<file path="src/rtl/mux_rr_arbiter_pkg.sv">
// Shared definitions for the round-robin mux arbiter: state encoding,
// lock-burst limit and the select-width helper.
package mux_arb_pkg;

  typedef enum logic {
    ST_EMPTY = 1'b0,
    ST_FULL  = 1'b1
  } arb_state_e;

  localparam int MAX_LOCK_BURST = 4;

  // Index width for n entries; never narrower than one bit.
  function automatic int sel_w_f(input int n);
    return (n <= 2) ? 1 : $clog2(n);
  endfunction

endpackage

</file>
<file path="src/rtl/mux_rr_arbiter_pick.sv">
// Combinational rotate-priority picker: first set request at or after ptr,
// wrapping modulo N_REQ. Usable by any round-robin arbiter.
module rr_pick
  import mux_arb_pkg::*;
#(
  parameter int N_REQ = 2,
  localparam int SEL_W = sel_w_f(N_REQ)
) (
  input  logic [N_REQ-1:0] req,
  input  logic [SEL_W-1:0] ptr,
  output logic [N_REQ-1:0] gnt,
  output logic [SEL_W-1:0] idx,
  output logic             any
);

  logic [SEL_W-1:0] w_cand;

  always_comb begin
    gnt    = '0;
    idx    = '0;
    any    = 1'b0;
    w_cand = '0;
    for (int k = 0; k < N_REQ; k++) begin
      w_cand = SEL_W'((int'(ptr) + k) % N_REQ);
      if (!any && req[w_cand]) begin
        any         = 1'b1;
        gnt[w_cand] = 1'b1;
        idx         = w_cand;
      end
    end
  end

endmodule

</file>
<file path="src/rtl/mux_rr_arbiter.sv">
// Round-robin sequencer for a shared N:1 mux with a one-word registered output.
// Optional burst locking is enabled with `define MUX_RR_ARBITER_LOCK_EN.
module mux_rr_arbiter
  import mux_arb_pkg::*;
#(
  parameter int N_REQ  = 2,
  parameter int DATA_W = 8,
  localparam int SEL_W = sel_w_f(N_REQ)
) (
  input  logic                    clk,
  input  logic                    rst,
  input  logic [N_REQ-1:0]        in_valid,
  input  logic [N_REQ*DATA_W-1:0] in_data,
`ifdef MUX_RR_ARBITER_LOCK_EN
  input  logic [N_REQ-1:0]        in_lock,
`endif
  output logic [N_REQ-1:0]        in_ready,
  output logic [SEL_W-1:0]        sel,
  output logic [N_REQ-1:0]        gnt,
  output logic                    out_valid,
  output logic [DATA_W-1:0]       out_data,
  output logic [SEL_W-1:0]        out_src,
  input  logic                    out_ready
);

  arb_state_e        r_state, w_state_nxt;
  logic [SEL_W-1:0]  r_ptr, w_ptr_nxt;
  logic [SEL_W-1:0]  r_last_sel;
  logic [DATA_W-1:0] r_data_p1;
  logic [SEL_W-1:0]  r_src_p1;

  logic [N_REQ-1:0]  w_gnt;
  logic [SEL_W-1:0]  w_idx, w_idx_inc;
  logic              w_any, w_can_load, w_load;

`ifdef MUX_RR_ARBITER_LOCK_EN
  logic [2:0]        r_burst, w_burst_nxt;
`endif

  rr_pick #(.N_REQ(N_REQ)) u_pick (
    .req (in_valid),
    .ptr (r_ptr),
    .gnt (w_gnt),
    .idx (w_idx),
    .any (w_any)
  );

  assign w_can_load = (r_state == ST_EMPTY) || out_ready;
  assign w_load     = w_any && w_can_load && !rst;
  assign w_idx_inc  = (w_idx == SEL_W'(N_REQ - 1)) ? '0 : w_idx + 1'b1;

  assign gnt       = rst ? '0 : w_gnt;
  assign in_ready  = w_gnt & {N_REQ{w_can_load && !rst}};
  assign sel       = rst ? '0 : (w_any ? w_idx : r_last_sel);
  assign out_valid = (r_state == ST_FULL);
  assign out_data  = r_data_p1;
  assign out_src   = r_src_p1;

  always_comb begin
    w_state_nxt = r_state;
    w_ptr_nxt   = r_ptr;
`ifdef MUX_RR_ARBITER_LOCK_EN
    w_burst_nxt = r_burst;
`endif
    if (w_load) begin
      w_state_nxt = ST_FULL;
      w_ptr_nxt   = w_idx_inc;
`ifdef MUX_RR_ARBITER_LOCK_EN
      // Holding ptr re-grants w next; the chain is capped so that at most
      // MAX_LOCK_BURST consecutive transfers come from one locked requester.
      w_burst_nxt = '0;
      if (in_lock[w_idx] && (r_burst < 3'(MAX_LOCK_BURST - 1))) begin
        w_ptr_nxt   = w_idx;
        w_burst_nxt = r_burst + 3'd1;
      end
`endif
    end else if ((r_state == ST_FULL) && out_ready) begin
      w_state_nxt = ST_EMPTY;
    end
  end

  // ---- stage p1: output register and arbitration state ----
  always_ff @(posedge clk) begin
    if (rst) begin
      r_state    <= ST_EMPTY;
      r_ptr      <= '0;
      r_last_sel <= '0;
      r_data_p1  <= '0;
      r_src_p1   <= '0;
`ifdef MUX_RR_ARBITER_LOCK_EN
      r_burst    <= '0;
`endif
    end else begin
      r_state <= w_state_nxt;
      r_ptr   <= w_ptr_nxt;
`ifdef MUX_RR_ARBITER_LOCK_EN
      r_burst <= w_burst_nxt;
`endif
      if (w_any) r_last_sel <= w_idx;
      if (w_load) begin
        r_data_p1 <= in_data[w_idx*DATA_W +: DATA_W];
        r_src_p1  <= w_idx;
      end
    end
  end

endmodule
</file>
<file path="config.mk">
export PLATFORM = sky130hd
export DESIGN_NAME = mux_rr_arbiter
export DESIGN_NICKNAME = d
export VERILOG_FILES = /design/src/rtl/mux_rr_arbiter_pkg.sv /design/src/rtl/mux_rr_arbiter_pick.sv /design/src/rtl/mux_rr_arbiter.sv
export SDC_FILE = /design/constraint.sdc
export NUM_CORES = 1
export LEC_CHECK = 0
export ABC_AREA = 1
export CAP_MARGIN = 15
export CORE_MARGIN = 1.5
export CORE_UTILIZATION = 40
export CTS_CLUSTER_SIZE = 10
export DETAILED_ROUTE_END_ITERATION = 7
export PLACE_DENSITY_LB_ADDON = 0.1
export SYNTH_ARGS = -nofsm -noshare
export SYNTH_HDL_FRONTEND = slang
export SYNTH_SLANG_ARGS = --single-unit
</file>
<file path="constraint.sdc">
create_clock -name clk -period 1.5 [get_ports clk]
set_clock_uncertainty 0.15 [all_clocks]
set_input_delay 0.15 -clock clk [delete_from_list [all_inputs] [get_ports clk]]
set_output_delay 0.15 -clock clk [all_outputs]
set_load 0.05 [all_outputs]
</file>
==> flow_metrics.tcl <==
set metrics [dict create \
    crit_buf_inv 2 \
    yosys.area.top_type_share_pct 37.2 \
    cts_max_path_buffers 2 \
    wl_um 2770 \
    die_area_um2 1860 \
    arrival_ns 1.20 \
    clk_latency_ns 0.29 \
    power_frac_seq_pct 32.1 \
    period_share_pct 100 \
    synth_compound_area_share_pct 5.23 \
    clk_pin_slew_ns 0.09 \
    swShare_pct 37.7 \
    p_switching_mw 0.463 \
    cp_max_fo 3 \
    async_flop_share_pct 0 \
    synthTopCellsByArea "dfxtp_1, nand2_1, nand3_1" \
    drt_iter0_markers 31 \
    cap_violations 0 \
    slowest_stage "dfxtp_4" \
    power_density_nw_per_um2 899 \
    timing_worst_setup_path_type "reg -> out" \
    reg2reg_depth 7 \
    fmax_ghz 0.664 \
    diodes 0 \
    ctsRootBufferMaster "clkbuf_4" \
    max-vdd-ir-drop_mv 0.824 \
    first_pass_iters 4 \
    tritoncts "built" \
    yosys_warnings 0 \
    grt_pass1_wl_um 4080 \
    holdWs_ns 0.213 \
    synth_fp_nets 111 \
    start_util_pct 42.9 \
    floorplan.rows 14 \
    die_y_um 43.2 \
    slew-limit-headroom_pct 75.8 \
    synth_area_per_cell_um2 7.17 \
    syn_inst 90 \
    cts_buffers 3 \
    vias_per_cell 5.33 \
    cts-htree-levels 1 \
    status "complete, but fails checks" \
    seq_area_frac_synth_pct 37.2 \
    ant_nets 0 \
    hold_depth 3 \
    avgRoutedWirePerCell_um 17.8 \
    core_region_area_um2 1510 \
    cp.depth 5 \
    area_delta_synth_final_pct 112 \
    grt_max_degree 10 \
    holdBufCountCts 0 \
    fin_ws_ns -0.00491 \
    violations "negative setup slack" \
    period_needed_ns 1.50 \
    synth_edf_count 0 \
    gp_congestion 0.784 \
    path_common_cell "nand2_4" \
    p_int_mw 0.764 \
    antenna_found_initial 0 \
    share_clk_of_total_power_pct 23.3 \
    num_vias 832 \
    io_pins 36 \
    drv_slew 0 \
    yosys.area_share.xor_xnor_pct 0 \
    die_w_um 43.2 \
    endpoint_kind "output pin" \
    slowest_delay_ns 0.39 \
    synth_seq_cells 12 \
    grt_use_total_pct 30.9 \
    nets 162 \
    cp_data_required_time_ns 1.20 \
    place_hpwl_um 1660 \
    tightest_slew_ns 0.363 \
    synth_top_area_cell "dfxtp_1" \
    overflow 0 \
    port_buffers 35 \
    synthMuxAreaShare_pct 0 \
    synthDistinctLibCells 17 \
    syn-cell-area_um2 646 \
    ys.flop_type "dfxtp_1" \
    hold_path_class "in -> reg" \
    synth-simple-area-share_pct 46.9 \
    drc 0 \
    hold_viol 0 \
    yosysMostFrequentCell "nand2_1" \
    place_ws_ns -0.181 \
    grt_pass1_vias 857 \
    finalSetupViolations 1 \
    cts.sinks 12 \
    synth_top_family_by_area "simple AND/OR/NAND/NOR gates" \
    crit_family "flip-flops" \
    synth_commonest_cells "nand2_1, nand3_1, dfxtp_1, inv_1, nand3b_1" \
    synthAdderAreaFrac_pct 0 \
    rsz0062_at_grt "yes" \
    power_frac_comb_pct 44.6 \
    drive_gt1_share_pct 35.7 \
    crit_path_cell_trace "inv_4 > nand2_4 > nand2_4 > a21oi_4 > buf_12" \
    start_kind "flip-flop" \
    leakage_nw 0.653 \
]
[flip-flops by register name (all words and copies together) (netlist names)]
signal	count
out_src	1
r_ptr	1
out_data	8
out_valid	1
r_last_sel	1
[cell type report]
class | count | area [µm²]
multi-input combinational | 61 | 400
fill | 55 | 140
tap | 16 | 20.0
inverter | 15 | 58.8
timing repair buffer | 48 | 607
sequential | 12 | 244
clock buffer | 4 | 36.3
[kinds of logic after synthesis]
family          after synthesis
compound gates                5
simple gates                 56
flops                        12
buf+inv                      17
[routing by layer]
layer	routed length, µm	vias up	global-route usage [%]	share of wire [%]
li1	-	384	-	-
met1	1060	399	34.0	38
met2	1500	43	55.8	54
met3	171	6	7.23	6.2
met4	41	0	12.1	1.5
met5	0	-	0	0
[worst register-to-register path, stage by stage (launching register included)]
cell and delay [ns]:
dfxtp_4 0.37, inv_4 0.08, nand2_4 0.06, nand2_4 0.11
buf_4 0.18, nand2_1 0.06, nand3_1 0.11, nand2_1 0.09
[timing repair]
action,in CTS,in global routing
setup buffers,0,1
resized for setup,9,6
pin swaps,0,4
gates cloned,0,0
endpoints found under the setup margin,5,5
[cell usage in the layout, fill, tap and decap left out]
master,n
a211oi_4,1
a21boi_4,1
a21oi_1,1
a21oi_4,1
buf_12,16
buf_4,12
clkbuf_4,3
clkbuf_8,1
clkdlybuf4s50_1,17
dfxtp_1,11
dfxtp_4,1
dlygate4sd2_1,3
inv_1,11
inv_2,3
inv_4,1
nand2_1,22
nand2_4,5
nand3_1,16
nand3b_1,8
nor2_4,5
o21ai_1,1
[per-stage QoR]
stage                     power [mW]  util, %  instance area (µm²)  setup TNS, ns  instances
after detailed placement       0.912     84.8                 1280          -2.15        151
after global placement         0.898     84.8                 1280          -1.47        151
after floorplan                0.621        -                  667              0         90
after CTS                       1.19     88.7                 1340              0        155
after global routing            1.26     90.7                 1370        -0.0823        156
final                           1.23     90.7                 1370       -0.00491        156
[path summary, 6_finish.rpt]
path	start	end	slack (ns)
min reg2reg	out_data[2]	out_data[2]	0.37
max reg2reg	r_ptr	out_data[3]	0.18
min	rst	r_last_sel	0.21
max	r_ptr	sel	-0.005
[power by group through the flow]
| stage | Combinational [mW] | Clock, mW | Sequential (mW) |
|---|---|---|---|
| 3_3_place_gp | 0.503 | 0 | 0.395 |
| 4_1_cts | 0.525 | 0.275 | 0.392 |
| 2_1_floorplan | 0.142 | 0 | 0.479 |
| 6_report | 0.548 | 0.286 | 0.394 |
| 5_1_grt | 0.567 | 0.293 | 0.398 |
| 3_5_place_dp | 0.515 | 0 | 0.397 |
Power figures use the tool's default switching activity.
